==> src/rtl/nonce_tx_queue_pkg.sv <==
// Shared widths, TX state encoding and watchdog length for the nonce TX queue.
package nonce_tx_queue_pkg;

  localparam int unsigned WORD_W = 32;
  localparam int unsigned WD_LEN = 4;
  localparam int unsigned WD_W   = 2;

  typedef enum logic [3:0] {
    TX_IDLE      = 4'b0001,
    TX_SEND      = 4'b0010,
    TX_WAIT_BUSY = 4'b0100,
    TX_WAIT_DONE = 4'b1000
  } tx_state_e;

endpackage

==> src/rtl/nonce_sync_fifo.sv <==
// Synchronous first-word-fall-through FIFO; push and pop together are allowed when full.
module nonce_sync_fifo #(
  parameter int unsigned WIDTH      = 32,
  parameter int unsigned DEPTH_LOG2 = 3
) (
  input  logic                  clk,
  input  logic                  rst,
  input  logic                  push,
  input  logic [WIDTH-1:0]      push_data,
  input  logic                  pop,
  output logic                  full,
  output logic                  empty,
  output logic [DEPTH_LOG2:0]   count,
  output logic [WIDTH-1:0]      head
);

  localparam int unsigned DEPTH = 1 << DEPTH_LOG2;

  logic [WIDTH-1:0]      mem [DEPTH];
  logic [DEPTH_LOG2-1:0] wr_ptr;
  logic [DEPTH_LOG2-1:0] rd_ptr;
  logic                  do_push;
  logic                  do_pop;

  assign full    = (count == (DEPTH_LOG2+1)'(DEPTH));
  assign empty   = (count == '0);
  assign do_pop  = pop && !empty;
  assign do_push = push && (!full || do_pop);
  assign head    = mem[rd_ptr];

  always_ff @(posedge clk) begin
    if (do_push) mem[wr_ptr] <= push_data;
  end

  // Pointers wrap naturally at DEPTH; count disambiguates full from empty.
  always_ff @(posedge clk or posedge rst) begin
    if (rst) begin
      wr_ptr <= '0;
      rd_ptr <= '0;
      count  <= '0;
    end else begin
      if (do_push) wr_ptr <= wr_ptr + 1'b1;
      if (do_pop)  rd_ptr <= rd_ptr + 1'b1;
      case ({do_push, do_pop})
        2'b10:   count <= count + 1'b1;
        2'b01:   count <= count - 1'b1;
        default: count <= count;
      endcase
    end
  end

endmodule

==> src/rtl/nonce_tx_queue.sv <==
// Captures per-slave nonce strobes, arbitrates them round-robin into a FIFO
// and drains the FIFO into serial_transmit over its send/busy handshake.
module nonce_tx_queue
  import nonce_tx_queue_pkg::*;
#(
  parameter int unsigned SLAVES     = 2,
  parameter int unsigned DEPTH_LOG2 = 3
) (
  input  logic                     clk,
  input  logic                     rst,
  input  logic [SLAVES*WORD_W-1:0] slave_nonces,
  input  logic [SLAVES-1:0]        new_nonces,
  input  logic                     serial_busy,
  output logic                     serial_send,
  output logic [WORD_W-1:0]        golden_nonce,
  output logic [DEPTH_LOG2:0]      fifo_count,
  output logic                     overflow
);

  localparam int unsigned IDX_W = (SLAVES > 1) ? $clog2(SLAVES) : 1;

  logic [WORD_W-1:0] pend_word [SLAVES];
  logic [SLAVES-1:0] pend_valid;
  logic [IDX_W-1:0]  rr_ptr;
  logic [IDX_W-1:0]  grant_idx;
  logic              grant_any;
  logic              ovf_c;

  logic              fifo_full;
  logic              fifo_empty;
  logic [WORD_W-1:0] fifo_head;

  tx_state_e         state;
  tx_state_e         state_nxt;
  logic [WD_W-1:0]   wd_cnt;
  logic              pop_c;
  logic              send_nxt;

  // Round-robin pick: first valid slave at or after rr_ptr; lowest offset wins.
  always_comb begin
    logic [IDX_W-1:0] sel;
    grant_any = 1'b0;
    grant_idx = '0;
    for (int k = SLAVES - 1; k >= 0; k--) begin
      sel = IDX_W'((int'(rr_ptr) + k) % SLAVES);
      if (pend_valid[sel] && !fifo_full) begin
        grant_any = 1'b1;
        grant_idx = sel;
      end
    end
  end

  always_comb begin
    ovf_c = 1'b0;
    for (int i = 0; i < SLAVES; i++) begin
      if (new_nonces[i] && pend_valid[i] && !(grant_any && (grant_idx == IDX_W'(i))))
        ovf_c = 1'b1;
    end
  end

  // A strobe in the grant cycle re-latches the newer word and keeps it valid.
  always_ff @(posedge clk or posedge rst) begin
    if (rst) begin
      pend_valid <= '0;
      rr_ptr     <= '0;
      overflow   <= 1'b0;
      for (int i = 0; i < SLAVES; i++) pend_word[i] <= '0;
    end else begin
      for (int i = 0; i < SLAVES; i++) begin
        if (new_nonces[i]) begin
          pend_word[i]  <= slave_nonces[i*WORD_W +: WORD_W];
          pend_valid[i] <= 1'b1;
        end else if (grant_any && (grant_idx == IDX_W'(i))) begin
          pend_valid[i] <= 1'b0;
        end
      end
      if (grant_any) rr_ptr <= IDX_W'((int'(grant_idx) + 1) % SLAVES);
      if (ovf_c)     overflow <= 1'b1;
    end
  end

  nonce_sync_fifo #(
    .WIDTH      (WORD_W),
    .DEPTH_LOG2 (DEPTH_LOG2)
  ) u_fifo (
    .clk       (clk),
    .rst       (rst),
    .push      (grant_any),
    .push_data (pend_word[grant_idx]),
    .pop       (pop_c),
    .full      (fifo_full),
    .empty     (fifo_empty),
    .count     (fifo_count),
    .head      (fifo_head)
  );

  always_ff @(posedge clk or posedge rst) begin
    if (rst) state <= TX_IDLE;
    else     state <= state_nxt;
  end

  always_comb begin
    state_nxt = state;
    case (state)
      TX_IDLE:      if (!fifo_empty && !serial_busy) state_nxt = TX_SEND;
      TX_SEND:      state_nxt = TX_WAIT_BUSY;
      TX_WAIT_BUSY: begin
        if (serial_busy)                            state_nxt = TX_WAIT_DONE;
        else if (wd_cnt == WD_W'(WD_LEN - 1))       state_nxt = TX_IDLE;
      end
      TX_WAIT_DONE: if (!serial_busy) state_nxt = TX_IDLE;
      default:      state_nxt = TX_IDLE;
    endcase
  end

  always_comb begin
    pop_c    = 1'b0;
    send_nxt = 1'b0;
    if (state == TX_IDLE && !fifo_empty && !serial_busy) begin
      pop_c    = 1'b1;
      send_nxt = 1'b1;
    end
  end

  // Watchdog: a word whose send never raises busy is still counted as sent.
  always_ff @(posedge clk or posedge rst) begin
    if (rst)                                       wd_cnt <= '0;
    else if (state == TX_WAIT_BUSY && !serial_busy) wd_cnt <= wd_cnt + 1'b1;
    else                                           wd_cnt <= '0;
  end

  always_ff @(posedge clk or posedge rst) begin
    if (rst) begin
      serial_send  <= 1'b0;
      golden_nonce <= '0;
    end else begin
      serial_send <= send_nxt;
      if (pop_c) golden_nonce <= fifo_head;
    end
  end

endmodule

==> config.mk <==
export PLATFORM = sky130hd
export DESIGN_NAME = nonce_tx_queue
export DESIGN_NICKNAME = d
export VERILOG_FILES = /design/src/rtl/nonce_tx_queue_pkg.sv /design/src/rtl/nonce_sync_fifo.sv /design/src/rtl/nonce_tx_queue.sv
export SDC_FILE = /design/constraint.sdc
export NUM_CORES = 1
export LEC_CHECK = 0
export ABC_AREA = 1
export CELL_PAD_IN_SITES_DETAIL_PLACEMENT = 1
export CELL_PAD_IN_SITES_GLOBAL_PLACEMENT = 1
export CORE_MARGIN = 2
export CORE_UTILIZATION = 25
export DETAILED_ROUTE_END_ITERATION = 6
export PLACE_DENSITY = 0.54
export SYNTH_ARGS = -nofsm -noshare
export SYNTH_HDL_FRONTEND = slang
export SYNTH_HIERARCHICAL = 1
export SYNTH_SLANG_ARGS = --single-unit
==> constraint.sdc <==
create_clock -name clk -period 5.51 [get_ports clk]
set_input_delay 1.653 -clock clk [delete_from_list [all_inputs] [get_ports clk]]
set_output_delay 1.653 -clock clk [all_outputs]
set_load 0.05 [all_outputs]
Word level (Yosys, flattened, before mapping)
Memory sizes are Yosys's and may differ from the RTL's. A register that Yosys moved wholly into a read port is not among the register bits.
Cells that the tools add are included.
{ "word_totals": {"ram_bits": 256, "elab_cells": 88, "ff_bits": 85, "memories": 1} }
{ "memory_table": {"columns": ["memory", "depth", "width", "rd", "rd_clocked_by_memory_dff", "wr", "line", "text"], "rows": [
  ["u_fifo.mem", 8, 32, 1, 1, 1, "nonce_sync_fifo.sv:19", "logic [WIDTH-1:0] mem [DEPTH];"]
]} }
{ "classes": {"n_reduce_logical": 25, "add_sub_neg": 7, "eq_ne": 11, "bitwise_logic": 2, "mux": 27, "n_lt_le_gt_ge": 3} }
{ "op_table": {"columns": ["op", "count"], "rows": [
  ["$mux W32", 3],
  ["$mux W1", 17],
  ["$mux W4", 4],
  ["$pmux W4 S4", 1],
  ["$logic_and A1 B1 Y1", 14],
  ["$eq A4 B4 Y1 const B", 2],
  ["$pmux W4 S2", 1],
  ["$add A3 B1 Y3 const B", 2],
  ["$reduce_bool A2 Y1", 3],
  ["$logic_not A1 Y1", 5],
  ["$add A4 B1 Y4 const B", 1],
  ["$eq A2 B2 Y1 const B", 2],
  ["$eq A4 B1 Y1 const B", 1],
  ["$eq A4 B2 Y1 const B", 1],
  ["$eq A4 B3 Y1 const B", 1],
  ["$logic_not A4 Y1", 1],
  ["$lt A1 B2 Y1 const B", 2],
  ["$ne A2 B2 Y1 const B", 2],
  ["$sub A4 B1 Y4 const B", 1],
  ["$ne A3 B3 Y1 const B", 1],
  ["$reduce_and A3 Y1", 1],
  ["$add A1 B1 Y1 const B", 2],
  ["$add A2 B1 Y2 const B", 1],
  ["$eq A2 B1 Y1 const B", 1],
  ["5 further kinds", 5]
]} }

Depth between registers and ports, before layout
{ "logic_depth": {"ltp_word": 12, "ltp_mapped": 17, "depth_no_buf": 16} }

Hierarchy
Netlist, hierarchy kept.
{ "by_module_without_submodules": {"columns": ["mod", "cells_per_inst", "area_each_um2", "instances"], "rows": [
  ["nonce_sync_fifo", 793, 10573.9, 1],
  ["nonce_tx_queue", 538, 4484.3, 1]
]} }

Worst setup path after synthesis
Ideal clock, no wire load.
{ "synth_timing": {"path_type": "input -> register", "from": "input port serial_busy", "to": "memory u_fifo.mem[0][0] (enable)", "stages": 8, "t_required_ns": 5.049, "setup_time_ns": 0.461, "t_arrival_ns": 4.734, "slack_ns": 0.315, "cell_sequence": "inv_1 -> nand4_4 -> inv_2 -> buf_6 -> nand2_2 -> nand2_2 -> nand3b_1 -> nor3_1"} }
{ "synth_between": {"elab_chain_cells": 8} }
{ "synth_lines": {"columns": ["element", "line", "text"], "rows": [
  ["from (decl)", "nonce_tx_queue.sv:13", "input logic serial_busy,"],
  ["$logic_not A1 Y1", "nonce_tx_queue.sv:119", "if (state == TX_IDLE && !fifo_empty && !serial_busy) begin"],
  ["$logic_and A1 B1 Y1", "nonce_tx_queue.sv:119", null],
  ["$mux W1", "nonce_tx_queue.sv:119", null],
  ["net pop_c", "nonce_tx_queue.sv:36", "logic pop_c;"],
  ["$logic_and A1 B1 Y1", "nonce_sync_fifo.sv:27", "assign do_pop = pop && !empty;"],
  ["$logic_or A1 B1 Y1", "nonce_sync_fifo.sv:28", "assign do_push = push && (!full || do_pop);"],
  ["$logic_and A1 B1 Y1", "nonce_sync_fifo.sv:28", null],
  ["$mux W1", "nonce_sync_fifo.sv:32", "if (do_push) mem[wr_ptr] <= push_data;"],
  ["$mux W1 (not written as such)", "nonce_sync_fifo.sv:32", null],
  ["to (decl)", "nonce_sync_fifo.sv:19", null]
]} }
The timed path passes the listed nets, and every way through them passes these cells.

Worst setup path after layout
{ "layout_timing": {"from": "input port serial_busy", "to": "memory u_fifo.mem[6][18] (enable)"} }
{ "layout_between": {"elab_chain_cells": 8} }
{ "layout_lines": {"columns": ["element", "line"], "rows": [
  ["$logic_not A1 Y1", "nonce_tx_queue.sv:119"],
  ["$logic_and A1 B1 Y1", "nonce_tx_queue.sv:119"],
  ["$mux W1", "nonce_tx_queue.sv:119"],
  ["$logic_and A1 B1 Y1", "nonce_sync_fifo.sv:27"],
  ["$logic_or A1 B1 Y1", "nonce_sync_fifo.sv:28"],
  ["$logic_and A1 B1 Y1", "nonce_sync_fifo.sv:28"],
  ["$mux W1", "nonce_sync_fifo.sv:32"],
  ["$mux W1 (not written as such)", "nonce_sync_fifo.sv:32"]
]} }
No other way between the ends.

==> flow_metrics.py <==
metrics = {
    "run_status": {
        "outcome": "finished, final reports clean",
    },
    "synth": {
        "netlist_area_um2": 15100,
        "synthXorXnorAreaFrac": 0.00291,
        "synth_warnings": 6,
        "synth_cells": 1331,
        "yosys.area_share.simple": 0.143,
        "synthMuxAreaShare": 0.0220,
        "synth_top_family_by_area": "simple AND/OR/NAND/NOR gates",
        "synthAdderAreaFrac": 0.00548,
        "syn_avg_cell_area_um2": 11.3,
        "synth_commonest_cells": "nand2_1 (379), edfxtp_1 (256), o21ai_0 (173)",
        "synth_top_area_share": 0.511,
        "synth_cell_type_count": 36,
        "synth.most_common_cell": "nand2_1",
        "synth_top_area_cell": "edfxtp_1",
        "ys_ff_latch": 373,
        "synth_compound_area_frac": 0.0800,
        "ys_async_sr_fraction": 0.314,
        "synth-edff-count": 256,
        "syn-num-nets": 1406,
        "ys_seq_area_frac": 0.705,
        "synth_flop_cell": "edfxtp_1",
        "synth_area_leaders": "edfxtp_1 (51%), dfrtp_1 (19%), nand2_1 (9.4%), o21ai_0 (5.7%), nor2_1 (3.6%)",
    },
    "floorplan": {
        "io_pins": 107,
        "die_w_um": 249,
        "core-area_um2": 59200,
        "dieArea_um2": 62200,
        "std_cell_rows": 89,
        "die_h_um": 249,
        "initial_core_util": 0.254,
    },
    "timing": {
        "final.setup.tns_ps": 0,
        "rsz0062_at_grt": "no",
        "worstMarginPinSlew_ps": 1330,
        "drv_slew": 0,
        "setup_violations": 0,
        "max_slew_margin": 0.104,
        "max_clock_freq_ghz": 0.277,
        "skew_ps": 10.7,
        "min_period_over_period": 0.655,
        "fin_crit_ps": 3610,
        "layout_setup_ws_ps": 1900,
        "hold_violations": 0,
    },
    "setup_path": {
        "path_max_fanout": 22,
        "crit_path_start_kind": "input port",
        "reg2reg_setup_slack_ps": 2710,
        "crit_required_ps": 5770,
        "crit_path_end_kind": "flop",
        "worstPathArrival_ps": 3870,
        "crit_type": "in -> reg",
    },
    "cells_and_area": {
        "antenna_cells": 0,
        "area_delta_synth_final_pct": 21.6,
        "num-nets-final": 1516,
        "drive_gt1_frac": 0.0807,
    },
    "cts": {
        "clock_sinks": 373,
        "cts_tree": "built",
        "cts.clk_slew.worst_paths_ps": 60,
        "cts_setup_buffers": 0,
        "numCtsBuffers": 42,
        "cts-root-buf": "clkbuf_16",
        "worstSkewPairLatency_ps": 560,
        "ctsHoldBuffers": 0,
        "cts_buffer_depth": 3,
        "cts_resized": 0,
        "h-tree-depth": 2,
    },
    "power": {
        "power.density_nw_per_um2": 618,
        "vdd_drop_max_mv": 0.248,
        "leakagePower_nw": 7.23,
        "power.total_mw": 11.3,
    },
    "route": {
        "finalWirelength_um": 38600,
        "avgViaCountPerCell": 4.35,
        "drcViolationCount": 0,
        "dr_total_vias": 9766,
        "final_antenna_net_count": 0,
        "drtIter0Drc": 542,
        "dr.pass1.iters": 4,
        "wl_per_cell_um": 17.2,
    },
    "global_routing": {
        "antenna_found_initial": 1,
        "grt_max_degree": 67,
        "groute.usage.overall": 0.125,
        "grt.overflow.total": 0,
        "grt_pass1_vias": 10439,
        "grt_pass1_wl_um": 60900,
    },
    "placement": {
        "io_buffers": 106,
        "dp_hpwl_um": 24000,
        "gp_routability_congestion": 0.720,
        "post-place-ws_ps": 1300,
    },
    "flow_run": {
        "drv_cap": 0,
    },
    "hold_path": {
        "hp-class": "reg -> reg",
    },
}
==> logic make-up (layout without fill, tap and decap cells) <==
| kind of cell | after synthesis | count (layout) |
|---|---|---|
| AO/OA/AOI/OAI | 232 | 232 |
| XOR/XNOR | 5 | 5 |
| adder cells (fa/ha/maj) | 6 | 6 |
| buffers and inverters | 130 | 273 |
| flip-flops | 373 | 373 |
| multiplexers | 33 | 33 |
| AND/OR/NAND/NOR | 552 | 552 |
==> cell type report <==
type	instances	area (µm²)
Tap cell	773	967
Timing Repair Buffer	138	1330
Clock buffer	62	1230
Sequential cell	373	10600
Clock inverter	15	98.8
Inverter	58	223
Multi-Input combinational cell	828	3840
Fill cell	6568	40900
==> flip-flops by register name, indices dropped and copies added, names as in the netlist <==
| name | count |
|---|---|
| u_fifo/mem | 256 |
| pend_word | 64 |
| golden_nonce | 32 |
| state | 4 |
| u_fifo/count | 4 |
| u_fifo/rd_ptr | 3 |
| u_fifo/wr_ptr | 3 |
| pend_valid | 2 |
| wd_cnt | 2 |
| overflow | 1 |
| rr_ptr | 1 |
| serial_send | 1 |
==> worst max-delay path, stage by stage <==
cell and delay (ps):
clkdlybuf4s50_1 440, inv_1 170, nand4_4 120, inv_2 80, nand2_2 110, nand2_2 130
nand3b_1 220, nor2_2 640, buf_12 280
==> through the flow <==
step	utilization	hold WS, ps	std cells	instance area (µm²)
floorplan	-	410	1331	15100
global placement	0.287	423	2170	17000
detailed placement	0.287	435	2170	17000
CTS	0.309	443	2247	18300
global route	0.309	453	2247	18300
finish	0.309	432	2247	18300
==> worst paths after layout <==
check / cells after the start / from / endpoint
min in group asynchronous: 2 / rst / u_fifo/count[3]
max in group asynchronous: 3 / rst / golden_nonce[19]
worst max register to register: 7 / u_fifo/count[0] / u_fifo/mem[6][18]
worst min-delay path: 1 / wd_cnt[0] / wd_cnt[0]
worst min register to register: 1 / wd_cnt[0] / wd_cnt[0]
worst max-delay path: 9 / serial_busy / u_fifo/mem[6][18]
==> cell usage in the layout (no fill, tap or decap), types with 32 or more instances in the layout <==
cell type        netlist  layout
o22ai_1               32      32
o21ai_0              173     173
nand2_1              379     379
edfxtp_1             256     256
clkdlybuf4s50_1        0     105
dfrtp_1              116     114
clkbuf_16              0      43
nor2_1               143     139
inv_1                 54      53
mux2i_1               32      32
==> report_power, final <==
group	total [mW]	switching (mW)	internal (mW)
clock network	2.70	1.12	1.59
logic	3.99	2.84	1.15
registers	4.64	0.409	4.23
total	11.3	4.36	6.96
==> routing by layer <==
metal  track usage  wire length (µm)  vias to the layer above
li1              -                 -                     4740
met3        0.0167              1230                       41
met4        0.0422               751                        0
met2         0.205             18000                      135
met1         0.171             18600                     4850
met5             0                 0                        -
Note: power is estimated with default switching activity, not from simulation.
